===== src/rtl/updown_sweep_ctrl.sv =====
// Sweep sequencer for the up/down counter datapath: lo -> hi -> lo, repeated nsweeps times.
// Optional turning-point dwell is enabled by defining DWELL_EN (hold length DWELL_CYCLES).
module updown_sweep_ctrl #(
    parameter int WIDTH        = 3,
    parameter int SWEEPS_W     = 4,
    parameter int DWELL_CYCLES = 2
) (
    input  logic                clk,
    input  logic                rst,
    input  logic                start,
    input  logic                abort,
    input  logic                pause,
    input  logic [WIDTH-1:0]    lo,
    input  logic [WIDTH-1:0]    hi,
    input  logic [SWEEPS_W-1:0] nsweeps,
    output logic [WIDTH-1:0]    q,
    output logic                updown,
    output logic                busy,
    output logic                done,
    output logic                err,
    output logic [SWEEPS_W-1:0] sweep_cnt
);

    typedef enum logic [2:0] {
        S_IDLE,
        S_UP,
        S_DOWN,
        S_DONE
`ifdef DWELL_EN
        ,
        S_DWELL_HI,
        S_DWELL_LO
`endif
    } state_t;

    if (DWELL_CYCLES < 0) begin : g_bad_dwell
        $error("DWELL_CYCLES must be non-negative");
    end

    state_t              state_q, state_d;
    logic [WIDTH-1:0]    count_q, count_d;
    logic [WIDTH-1:0]    lo_q, lo_d;
    logic [WIDTH-1:0]    hi_q, hi_d;
    logic [SWEEPS_W-1:0] ns_q, ns_d;
    logic [SWEEPS_W-1:0] sweep_q, sweep_d;
    logic                updown_q, updown_d;
    logic                busy_q, busy_d;
    logic                done_q, done_d;
    logic                err_q, err_d;

`ifdef DWELL_EN
    localparam int TW = (DWELL_CYCLES < 1) ? 1 : $clog2(DWELL_CYCLES + 1);
    logic [TW-1:0] timer_q, timer_d;
`endif

    logic [WIDTH-1:0]    count_inc;
    logic [WIDTH-1:0]    count_dec;
    logic [SWEEPS_W-1:0] sweep_inc;
    logic                holding;
    logic                step_up;
    logic                step_down;

    assign count_inc = count_q + 1'b1;
    assign count_dec = count_q - 1'b1;
    assign sweep_inc = sweep_q + 1'b1;
    assign holding   = pause && (state_q != S_IDLE) && (state_q != S_DONE);

    always_comb begin
        state_d   = state_q;
        count_d   = count_q;
        lo_d      = lo_q;
        hi_d      = hi_q;
        ns_d      = ns_q;
        sweep_d   = sweep_q;
        updown_d  = updown_q;
        busy_d    = busy_q;
        done_d    = 1'b0;
        err_d     = 1'b0;
        step_up   = 1'b0;
        step_down = 1'b0;
`ifdef DWELL_EN
        timer_d   = timer_q;
`endif
        if (abort && (state_q != S_IDLE)) begin
            state_d  = S_IDLE;
            busy_d   = 1'b0;
            updown_d = 1'b0;
`ifdef DWELL_EN
            timer_d  = '0;
`endif
        end else if (!holding) begin
            case (state_q)
                S_IDLE: begin
                    if (start && !abort) begin
                        if ((lo >= hi) || (nsweeps == '0)) begin
                            err_d = 1'b1;
                        end else begin
                            lo_d     = lo;
                            hi_d     = hi;
                            ns_d     = nsweeps;
                            count_d  = lo;
                            sweep_d  = '0;
                            busy_d   = 1'b1;
                            updown_d = 1'b0;
                            state_d  = S_UP;
                        end
                    end
                end
                S_UP:   step_up   = 1'b1;
                S_DOWN: step_down = 1'b1;
                // The cycle showing the final lo has passed; announce completion.
                S_DONE: begin
                    state_d  = S_IDLE;
                    done_d   = 1'b1;
                    busy_d   = 1'b0;
                    updown_d = 1'b0;
                    count_d  = lo_q;
                end
`ifdef DWELL_EN
                S_DWELL_HI: begin
                    if (timer_q == TW'(DWELL_CYCLES)) begin
                        timer_d   = '0;
                        step_down = 1'b1;
                    end else begin
                        timer_d = timer_q + 1'b1;
                    end
                end
                S_DWELL_LO: begin
                    if (timer_q == TW'(DWELL_CYCLES)) begin
                        timer_d = '0;
                        step_up = 1'b1;
                    end else begin
                        timer_d = timer_q + 1'b1;
                    end
                end
`endif
                default: state_d = S_IDLE;
            endcase

            if (step_up) begin
                count_d  = count_inc;
                state_d  = S_UP;
                updown_d = 1'b0;
                if (count_inc == hi_q) begin
                    updown_d = 1'b1;
`ifdef DWELL_EN
                    state_d  = S_DWELL_HI;
`else
                    state_d  = S_DOWN;
`endif
                end
            end

            // Step down also runs when leaving a hi dwell, so hi-lo == 1 still closes the sweep.
            if (step_down) begin
                count_d  = count_dec;
                state_d  = S_DOWN;
                updown_d = 1'b1;
                if (count_dec == lo_q) begin
                    sweep_d = sweep_inc;
                    if (sweep_inc == ns_q) begin
                        state_d = S_DONE;
                    end else begin
                        updown_d = 1'b0;
`ifdef DWELL_EN
                        state_d  = S_DWELL_LO;
`else
                        state_d  = S_UP;
`endif
                    end
                end
            end
        end
    end

    always_ff @(posedge clk or negedge rst) begin
        if (!rst) begin
            state_q  <= S_IDLE;
            count_q  <= '0;
            lo_q     <= '0;
            hi_q     <= '0;
            ns_q     <= '0;
            sweep_q  <= '0;
            updown_q <= 1'b0;
            busy_q   <= 1'b0;
            done_q   <= 1'b0;
            err_q    <= 1'b0;
`ifdef DWELL_EN
            timer_q  <= '0;
`endif
        end else begin
            state_q  <= state_d;
            count_q  <= count_d;
            lo_q     <= lo_d;
            hi_q     <= hi_d;
            ns_q     <= ns_d;
            sweep_q  <= sweep_d;
            updown_q <= updown_d;
            busy_q   <= busy_d;
            done_q   <= done_d;
            err_q    <= err_d;
`ifdef DWELL_EN
            timer_q  <= timer_d;
`endif
        end
    end

    assign q         = count_q;
    assign updown    = updown_q;
    assign busy      = busy_q;
    assign done      = done_q;
    assign err       = err_q;
    assign sweep_cnt = sweep_q;

endmodule

===== config.mk =====
export PLATFORM = sky130hd
export DESIGN_NAME = updown_sweep_ctrl
export DESIGN_NICKNAME = d
export VERILOG_FILES = /design/src/rtl/updown_sweep_ctrl.sv
export SDC_FILE = /design/constraint.sdc
export NUM_CORES = 1
export LEC_CHECK = 0
export ABC_AREA = 1
export ABC_CLOCK_PERIOD_IN_PS = 1850
export CAP_MARGIN = 10
export CORE_MARGIN = 2
export CORE_UTILIZATION = 53
export DETAILED_ROUTE_END_ITERATION = 6
export HOLD_SLACK_MARGIN = 0.05
export PLACE_DENSITY = 0.79
export SLEW_MARGIN = 40
export SYNTH_ARGS = -nofsm -noshare
export SYNTH_HDL_FRONTEND = slang
export SYNTH_SLANG_ARGS = --single-unit

===== constraint.sdc =====
create_clock -name clk -period 1.85 [get_ports clk]
set_input_delay 0.4625 -clock clk [delete_from_list [all_inputs] [get_ports clk]]
set_output_delay 0.4625 -clock clk [all_outputs]
set_load 0.01 [all_outputs]

# == Word level (Yosys, flattened, before mapping) ==
# Cells that the tools add are included.
# word_totals
inputBits,15
wordCells,100
out_inout_bits,11
reg_bits,24
# op_classes
muxes,49
n_reduce_logical,19
eq_ne,15
n_lt_le_gt_ge,1
add_sub_neg,3
bitwise,3
# ops
operator,count
$mux 3,10
$mux 1,27
$mux 4,5
$pmux 3 s2,2
$reduce_and 4->1,3
$ne 5x5->1 const B,2
$reduce_and 5->1,2
$ne 4x4->1 const B,2
$eq 3x2->1 const B,2
$eq 3x3->1,2
$mux 2,3
$ne 3x3->1 const B,2
$reduce_bool 3->1,2
$reduce_bool 5->1,1
$add 4x1->4 const B,1
$eq 4x4->1,1
$logic_and 1x1->1,4
$logic_not 4->1,1
$ne 4x1->1 const B,1
$pmux 1 s2,2
$reduce_bool 4->1,1
$add 3x1->3 const B,1
$eq 3x1->1 const B,1
$ge 3x3->1,1
9 further kinds,11

# == Depth between registers and ports, before layout ==
# Gate-level depths: netlist of run 1.
# logic_depth
depth_word,9
depth_mapped,12
depth_no_buf,12

# == Worst setup path before layout of run 1 ==
# No wires, ideal clock.
# synth_timing
path_type,input port to flip-flop
from,in hi[2]
to,reg sweep_q[1] (netlist: sweep_cnt[1])
setup_ns,0.116
t_arrival_ns,1.577
path_buffers,1
required_time_ns,1.734
cell_stages,11
setup_slack_ns,0.158
path_cell_list,inv_1 > ha_1 > nand2_1 > nand2_1 > nor2_2 > nand3_4 > nor2_4 > nand2_4 > buf_6 > nand3_2 > nand2_2
# synth_between
elab_chain_len,7
# synth_rtl
item,line,text
start: declaration,14,"input logic [WIDTH-1:0] hi,"
$ge 3x3->1 (*),95,if ((lo >= hi) || (nsweeps == '0)) begin
$logic_or 1x1->1 (*),95,
$mux 4 (*),95,
$mux 4 (*),94,if (start && !abort) begin
$mux 4 (*),92,case (state_q)
$mux 4,159,if (count_dec == lo_q) begin
$mux 4 (*),155,if (step_down) begin
end signal: assignment,197,sweep_q <= sweep_d;
end: declaration,45,"logic [SWEEPS_W-1:0] sweep_q, sweep_d;"
# Every way passes the cells marked *; elsewhere a longest branch is shown, timed or not.
# A chain may end at the register's enable or synchronous reset.

# == Final worst setup path of run 1 ==
# layout_timing
from,reg sweep_q[0] (netlist: sweep_cnt[0])
to,out sweep_cnt[0]
# layout_rtl
item,line,text
end: declaration,21,output logic [SWEEPS_W-1:0] sweep_cnt
# No word-level cell between the ends.

==> results of run 1 <==
==> kinds of logic (layout without fill, tap and decap cells) <==
family | after synthesis | in the layout | synth area share
buffers and inverters | 38 | 78 | 0.0929
XOR/XNOR | 3 | 3 | 0.0207
flip-flops | 23 | 23 | 0.353
adder cells (fa/ha/maj) | 12 | 12 | 0.0922
AO/OA/AOI/OAI | 25 | 25 | 0.0983
AND/OR/NAND/NOR | 117 | 118 | 0.343
==> layout by cell type (no fill, tap or decap), types with 2 or more instances in the layout <==
master and instances:
o221ai_1 2, ha_1 8, nand4_1 3, o22ai_1 2, nand3_1 19, dlygate4sd2_1 2
clkbuf_4 3, inv_1 29, nand2_4 3, xnor2_1 2, buf_4 13, o21ai_1 5
nand2_2 8, dfrtp_2 2, o21ai_0 5, ha_2 2, nor2_4 2, ha_4 2
inv_2 6, o21ai_2 5, a21oi_1 4, nand3_2 2, nand2_1 66, dfrtp_1 21
clkdlybuf4s50_1 20, dlymetal6s2s_1 3, nor2_1 9
==> what timing repair did <==
action,in CTS,in global routing
setup buffers,0,0
gates cloned,1,0
endpoints found under the setup margin,10,19
pin swaps,3,6
resized for setup,8,11
==> cells in the mapped netlist, drive strengths merged <==
library cell / number
xor2: 1
o21a: 1
dfrtp: 23
nand4: 3
nor3: 1
nand3b: 1
o22ai: 2
or2: 1
o21ai: 15
xnor2: 2
nor2: 12
nand2: 77
inv: 36
nand3: 22
buf: 2
ha: 12
o221ai: 2
a21oi: 5
==> layout make-up <==
type	count	share of cell area
Multi-Input combinational cell	158	0.460
Sequential cell	23	0.274
Clock inverter	1	0.00238
Inverter	36	0.0653
Tap cell	33	0.0196
Clock buffer	3	0.0107
Timing Repair Buffer	38	0.167
==> worst max-delay path by stage <==
stage / from / endpoint / slack, ps / depth (start not counted)
2_1_floorplan: hi[2] / sweep_cnt[1] / 160 / 11
3_3_place_gp: hi[2] / updown / -350 / 13
3_5_place_dp: hi[2] / updown / -390 / 13
4_1_cts: hi[2] / ns_q[3] / 2 / 11
5_1_grt: state_q[0] / updown / 2 / 9
6_report: sweep_cnt[0] / sweep_cnt[0] / 60 / 1
==> stage by stage <==
step	cell area, sq um	total power [uW]	TNS [ps]
finish	2110	2590	0
floorplan	1630	1850	0
global route	2110	2810	0
detailed placement	2000	2280	-7160
CTS	2080	2550	0
global placement	2000	2250	-6550
==> flip-flops by register name, summed over array words and instances, names as in the netlist <==
name and count:
ns_q 4, sweep_cnt 4, hi_q 3, lo_q 3, q 3, state_q 2, busy 1, done 1
err 1, updown 1
==> power by group through the flow <==
stage	Clock (uW)	Sequential (uW)	Combinational (uW)
6_report	244	832	1510
5_1_grt	257	861	1690
4_1_cts	246	832	1480
3_5_place_dp	0	842	1440
3_3_place_gp	0	837	1410
2_1_floorplan	0	843	1000
==> routing by layer <==
layer / track usage / up-vias / wire length [um]
met1: 0.323 / 675 / 1720
met4: 0.0909 / 0 / 105
met5: 0 / - / 0
li1: - / 774 / -
met3: 0.0262 / 12 / 118
met2: 0.349 / 43 / 1580
==> reports/qor.yml, run 1 <==
status: "finished, final reports clean"
fill_cells: 261
netlist.area_leader.share: 0.353
drive_above_1_share: 0.216
reg2reg_from: "state_q[0]"
critPathLaunchType: "register"
io_buffers: 25
reg2reg_setup_slack_ps: 120
r2r_end: "sweep_cnt[3]"
hpwl_um: 2730
gp_congestion: 0.884
cp_top_family: "buffers and inverters"
finalCriticalPeriod_ps: 1790
worst_r2r_path_depth: 9
sequentialPowerShare: 0.321
yosysTopAreaCell: "dfrtp_1"
routed-via-count: 1504
syn-num-nets: 245
internal-power_uw: 1390
detail-route-antenna-nets: 0
rsz0062_at_grt: "true"
ir_drop_v: 0.000843
fin_ws_ps: 59.9
die_y_um: 59.4
cp_max_fo: 8
ys_types: 29
setup_viol: 0
detail_route.iter0.violations: 75
instances_no_fill: 292
crit_chain: "clkdlybuf4s50_1"
drt_first_pass_iters: 4
clock-sinks: 23
fmax_mhz: 559
place_inst: 287
netlist_area_sq_um: 1630
core_area_sq_um: 2980
io_pins: 26
cts.path.max_buffers: 2
grt_pass1_vias: 1366
routedWlPerCell_um: 12.1
slowest_delay_ps: 550
combPwrFrac: 0.584
ctsHoldBuffers: 0
leakage_uw: 0.00109
die-area_sq_um: 3530
power.switching_uw: 1190
clk_pin_slew_ps: 140
vias_per_cell: 5.15
cts_tree: "yes"
die_w_um: 59.4
crit_arrival_ps: 1330
crit_slowest_cell: "clkdlybuf4s50_1"
place_ws_ps: -385
hp-class: "input pin to async pin"
initial_core_util: 0.547
max_cap_viol_count: 0
area_growth_pct: 29.3
fin_crit_sh: 0.968
clk_latency_ps: 320
fin_nets: 287
synth-seq-area-share: 0.353
seq_area_sq_um: 578
maxSlewViolCount: 0
critPathCaptureType: "output port"
htree_levels: 1
yosys_warnings: 0
rows: 20
power_density_nw_per_um2: 1230
utilization: 0.708
skew_ps: 1.42
synth_area_leaders: "dfrtp_1 (35%), nand2_1 (15%), ha_1 (9.2%), inv_1 (7.1%), nand3_1 (6.1%)"
worstMarginPinSlew_ps: 303
synth_seq_cells: 23
antenna_found_initial: 0
slew_headroom: 0.798
grt_overflow: 0
critPathKind: "register to output port"
swShare: 0.461
routed_wl_um: 3520
grt_use_total: 0.227
clkPwrFrac: 0.094
n_antenna_cell: 0
grt_max_degree: 24
grt_pass1_wl_um: 6000
cts_made_buffers: 3
multiInputGateArea_sq_um: 970
hold_slack_ps: 475
hold_viol: 0
drc: 0
syn_avg_cell_area_sq_um: 7.47
syn_inst: 218
critPathBufInv: 1
required_ps: 1390
clockRootBuffer: "clkbuf_4"
Power figures use the tool's default switching activity.
==> run 2, diff against run 1 <==
Settings changed: CORE_MARGIN 2 to not set.
==> run 2 against run 1 <==
The flow now finishes with violations (DRC). Flip-flop and latch count unchanged. Worst setup slack worse by 8.9 ps. Sequential share of layout area decreased by 0.48 points. Final area grew 1.8%. Largest power group unchanged. Highest routed layer unchanged.
==> reports/qor.yml, run 2 (synthesis gave the netlist of run 1 again) <==
n_antenna_cell: 0  # unchanged
slew_headroom: 0.794  # was 0.798
crit_chain: "clkdlybuf4s50_1"  # unchanged
cts_tree: "yes"  # unchanged
cts.path.max_buffers: 2  # unchanged
max_cap_viol_count: 0  # unchanged
rsz0062_at_grt: "false"  # was true
hold_viol: 0  # unchanged
drt_first_pass_iters: 7  # was 4
drc: 3  # was 0
crit_arrival_ps: 1340  # was 1330 ps
die_y_um: 57.4  # was 59.4 um
rows: 19  # was 20
finalCriticalPeriod_ps: 1800  # was 1790 ps
slowest_delay_ps: 550  # about the same
clockRootBuffer: "clkbuf_4"  # unchanged
area_growth_pct: 31.6  # was 29.3%
grt_max_degree: 24  # unchanged
skew_ps: 9.36  # was 1.42 ps
detail_route.iter0.violations: 41  # was 75
utilization: 0.758  # was 0.708
drive_above_1_share: 0.232  # was 0.216
core_area_sq_um: 2830  # was 2980 sq um
power_density_nw_per_um2: 1230  # about the same
worstMarginPinSlew_ps: 308  # was 303 ps
io_pins: 26  # unchanged
critPathCaptureType: "output port"  # unchanged
die_w_um: 57.4  # was 59.4 um
clock-sinks: 23  # unchanged
initial_core_util: 0.576  # was 0.547
critPathKind: "register to output port"  # unchanged
cp_max_fo: 7  # was 8
detail-route-antenna-nets: 0  # unchanged
maxSlewViolCount: 0  # unchanged
mostFrequentLayoutCells: "nand2_1 (64), inv_1 (29), dfrtp_1 (21)"  # was nand2_1 (66), inv_1 (29), dfrtp_1 (21)
fin_crit_sh: 0.972  # was 0.968
routed-via-count: 1509  # was 1504
grt_use_total: 0.238  # was 0.227
critPathBufInv: 1  # unchanged
hp-class: "input pin to async pin"  # unchanged
die-area_sq_um: 3300  # was 3530 sq um
grt_overflow: 0  # unchanged
io_buffers: 25  # unchanged
required_ps: 1390  # about the same
fin_nets: 291  # was 287
routed_wl_um: 3570  # was 3520 um
ctsHoldBuffers: 0  # unchanged
grt_pass1_wl_um: 6070  # was 6000 um
status: "complete, but fails checks"  # was finished, final reports clean
cp_top_family: "buffers and inverters"  # unchanged
gp_congestion: 0.855  # was 0.884
antenna_found_initial: 0  # unchanged
clk_latency_ps: 320  # about the same
grt_pass1_vias: 1385  # was 1366
crit_slowest_cell: "clkdlybuf4s50_1"  # unchanged
leakage_uw: 0.00112  # was 0.00109 uW
final_common_cell: "nand2_1"  # unchanged
cts_made_buffers: 3  # unchanged
clk_pin_slew_ps: 140  # about the same
setup_viol: 0  # unchanged
fill_cells: 215  # was 261
hpwl_um: 2630  # was 2730 um
htree_levels: 1  # unchanged
routedWlPerCell_um: 12.1  # about the same
critPathLaunchType: "register"  # unchanged
ir_drop_v: 0.000880  # was 0.000843 V
violations: "DRC"
power_uw: 2640  # was 2590 uW
fmax_mhz: 556  # was 559 MHz
vias_per_cell: 5.13  # was 5.15
run 2: cell count changes in the layout (fill, tap and decap cells not counted):
| cell | change |
|---|---|
| nand2_1 | -2 |
| ha_1 | +2 |
| dlymetal6s2s_1 | +1 |
| buf_4 | +4 |
| ha_2 | -2 |
| o22ai_1 | -1 |
| o22ai_2 | +1 |
| dlygate4sd2_1 | -1 |
| nand2_2 | +2 |
run 2: worst paths after layout:
path	slack, ps	end	from	cells past startpoint
min in group clk	510	hi_q[2]	hi[2]	4
worst min register to register	510	updown	updown	2
worst max register to register	150	sweep_cnt[0]	state_q[0]	9
worst min-delay path	460	hi_q[1]	rst	2
max in group asynchronous	1120	state_q[0]	rst	2
worst max-delay path	50	sweep_cnt[0]	sweep_cnt[0]	1
run 2: layer usage:
layer | up-vias | wire (um) | GRT usage
li1 | 788 | - | -
met1 | 680 | 1720 | 0.338
met2 | 36 | 1650 | 0.382
met3 | 5 | 155 | 0.0204
met4 | 0 | 51 | 0.0836
met5 | - | 0 | 0
run 2: power by group:
part | internal (uW) | switching (uW)
Combinational | 661 | 895
Sequential | 682 | 157
Clock | 81.0 | 159
run 2: area by class of cell:
class / instances / area, sq um / area share
clock buffers: 3 / 22.5 / 0.0105
clock inverters: 1 / 5.00 / 0.00233
inverters: 36 / 138 / 0.0642
multi-input cells: 158 / 976 / 0.455
flip-flops and latches: 23 / 578 / 0.270
well taps: 31 / 38.8 / 0.0181
repair buffers: 42 / 387 / 0.180
run 2: timing repair:
item	4_1_cts	5_1_grt
cloned	1	0
resized for setup	5	15
pin swaps	2	6
endpoints found under the setup margin	12	20
buffers inserted	0	2
hold endpoints to repair	0	0
run 2: per-stage QoR:
stage                     setup TNS [ps]  worst slack [ps]  hold WS [ps]  area [sq um]  instances
after floorplan                        0               158           167          1630        218
after global placement             -6760              -352           474          2010        287
after detailed placement           -7570              -402           483          2010        287
after CTS                              0              5.82           476          2090        292
after global routing                   0             0.427           497          2140        294
final                                  0              51.0           462          2140        294
==> run 3, diff against run 2 <==
Settings changed: CORE_UTILIZATION 53 to 55, CTS_BUF_LIST set to sky130_fd_sc_hd__clkbuf_8, CTS_CLUSTER_DIAMETER set to 50, PLACE_DENSITY 0.79 to 0.82.
==> run 3 against run 2 <==
The flow now finishes without violations. Sequential power decreased by 0.5%. Largest power group unchanged. Worst setup slack improved by 30 ps. First-iteration DRC count increased by 90%. Worst hold slack improved by 33 ps. Die area decreased by 3.5%. Clock-buffer cell count unchanged. Cell count unchanged. Critical path depth increased by 8. Fmax increased by 1.7%.
==> reports/qor.yml, run 3 (synthesis gave the netlist of run 1 again) <==
status: "finished, final reports clean"  # was complete, but fails checks
hpwl_um: 2710  # was 2630 um
instances_no_fill: 294  # unchanged
critPathCaptureType: "register"  # was output port
setup_viol: 0  # unchanged
initial_core_util: 0.586  # was 0.576
crit_slowest_cell: "clkdlybuf4s50_1"  # unchanged
grt_pass1_vias: 1370  # was 1385
rows: 19  # unchanged
clk_latency_ps: 270  # was 320 ps
antenna_found_initial: 0  # unchanged
die_y_um: 56.4  # was 57.4 um
die-area_sq_um: 3180  # was 3300 sq um
routed-via-count: 1530  # was 1509
hp-class: "register to register"  # was input pin to async pin
ir_drop_v: 0.00121  # was 0.000880 V
utilization: 0.767  # was 0.758
fmax_mhz: 565  # was 556 MHz
cp_max_fo: 8  # was 7
grt_pass1_wl_um: 6270  # was 6070 um
leakage_uw: 0.00108  # was 0.00112 uW
place_inst: 286  # was 287
n_antenna_cell: 0  # unchanged
slowest_delay_ps: 460  # was 550 ps
power_uw: 2700  # was 2640 uW
io_buffers: 25  # unchanged
gp_congestion: 0.865  # was 0.855
mostFrequentLayoutCells: "nand2_1 (66), inv_1 (29), dfrtp_1 (22)"  # was nand2_1 (64), inv_1 (29), dfrtp_1 (21)
maxSlewViolCount: 0  # unchanged
drc: 0  # was 3
cts_made_buffers: 3  # unchanged
cts_tree: "yes"  # unchanged
hold_viol: 0  # unchanged
internal-power_uw: 1480  # was 1420 uW
critPathKind: "input pin to register"  # was register to output port
vias_per_cell: 5.20  # was 5.13
combPwrFrac: 0.569  # was 0.590
power_density_nw_per_um2: 1270  # was 1230 nW/um^2
clk_pin_slew_ps: 90  # was 140 ps
swShare: 0.450  # was 0.460
fin_nets: 291  # unchanged
drt_first_pass_iters: 4  # was 7
core_area_sq_um: 2780  # was 2830 sq um
clockRootBuffer: "clkbuf_8"  # was clkbuf_4
grt_overflow: 0  # unchanged
die_w_um: 56.4  # was 57.4 um
sequentialPowerShare: 0.309  # was 0.318
crit_arrival_ps: 1940  # was 1340 ps
power.switching_uw: 1210  # about the same
htree_levels: 1  # unchanged
final_common_cell: "nand2_1"  # unchanged
area_growth_pct: 30.9  # was 31.6%
ctsHoldBuffers: 0  # unchanged
clkPwrFrac: 0.121  # was 0.091
detail-route-antenna-nets: 0  # unchanged
required_ps: 2020  # was 1390 ps
place_ws_ps: -385  # was -402 ps
grt_max_degree: 24  # unchanged
drive_above_1_share: 0.217  # was 0.232
crit_chain: "clkdlybuf4s50_1, inv_1, ha_1, nand3_2, nand3_4, nor2_4, nand2_4, nand2_2, o21ai_2"  # was clkdlybuf4s50_1
detail_route.iter0.violations: 78  # was 41
tns_ps: 0  # unchanged
max_cap_viol_count: 0  # unchanged
worstMarginPinSlew_ps: 331  # was 308 ps
rsz0062_at_grt: "true"  # was false
slew_headroom: 0.779  # was 0.794
io_pins: 26  # unchanged
cts.path.max_buffers: 2  # unchanged
finalCriticalPeriod_ps: 1770  # was 1800 ps
routed_wl_um: 3570  # about the same
clock-sinks: 23  # unchanged
fin_crit_sh: 0.956  # was 0.972
fin_ws_ps: 80.7  # was 51.0 ps
skew_ps: 8.78  # was 9.36 ps
critPathLaunchType: "input pin"  # was register
routedWlPerCell_um: 12.1  # about the same
grt_use_total: 0.251  # was 0.238
==> run 3: cell count changes in the layout (fill, tap and decap cells not counted), sizes merged <==
cell / delta
clkinvlp: +1
clkinv: -1
dlygate4sd2: +3
clkdlybuf4s50: +1
dlymetal6s2s: -4
==> run 3: area by class of cell <==
type	instances	area, sq um
well taps	31	38.8
clock buffers	3	41.3
repair buffers	42	373
fillers	207	649
multi-input cells	158	960
clock inverters	1	7.51
flip-flops and latches	23	577
inverters	36	135
==> run 3: routing by layer <==
metal	vias up	part of all wire	GRT usage
met5	-	0	0
met4	0	0.011	0.0801
met3	5	0.047	0.0276
met2	52	0.45	0.392
met1	691	0.49	0.367
li1	782	-	-
==> run 3: power by group through the flow <==
stage	sequential [uW]	clock, uW	combinational (uW)
5_1_grt	863	346	1730
6_report	835	327	1540
3_5_place_dp	846	0	1450
2_1_floorplan	843	0	1000
4_1_cts	837	325	1490
3_3_place_gp	839	0	1410
==> run 3: worst paths after layout <==
path                            startpoint      endpoint  slack (ps)  cells past startpoint
worst max-delay path                 lo[0]       ns_q[3]          80                      9
worst min-delay path                updown        updown         490                      2
worst max register to register  state_q[0]    state_q[0]         120                      9
worst min register to register      updown        updown         490                      2
max in group asynchronous              rst  sweep_cnt[0]        1060                      2
min in group asynchronous              rst       lo_q[0]         540                      2
==> run 3: repair_timing <==
action,4_1_cts,5_1_grt
setup endpoints to repair,21,9
pin swaps,5,7
resized for setup,11,2
buffers inserted,0,3
gates cloned,1,0
==> run 3: per-stage QoR <==
step	area, sq um	hold slack [ps]
6_report	2130	495
5_1_grt	2130	520
4_1_cts	2100	504
3_5_place_dp	2010	481
3_3_place_gp	2010	473
2_1_floorplan	1630	167
==> run 3: critical path, delay by kind of cell <==
family                   cells  cell delay [ps]
buffers and inverters        2              520
adder cells (fa/ha/maj)      1              280
AND/OR/NAND/NOR              5              610
AO/OA/AOI/OAI                1               50
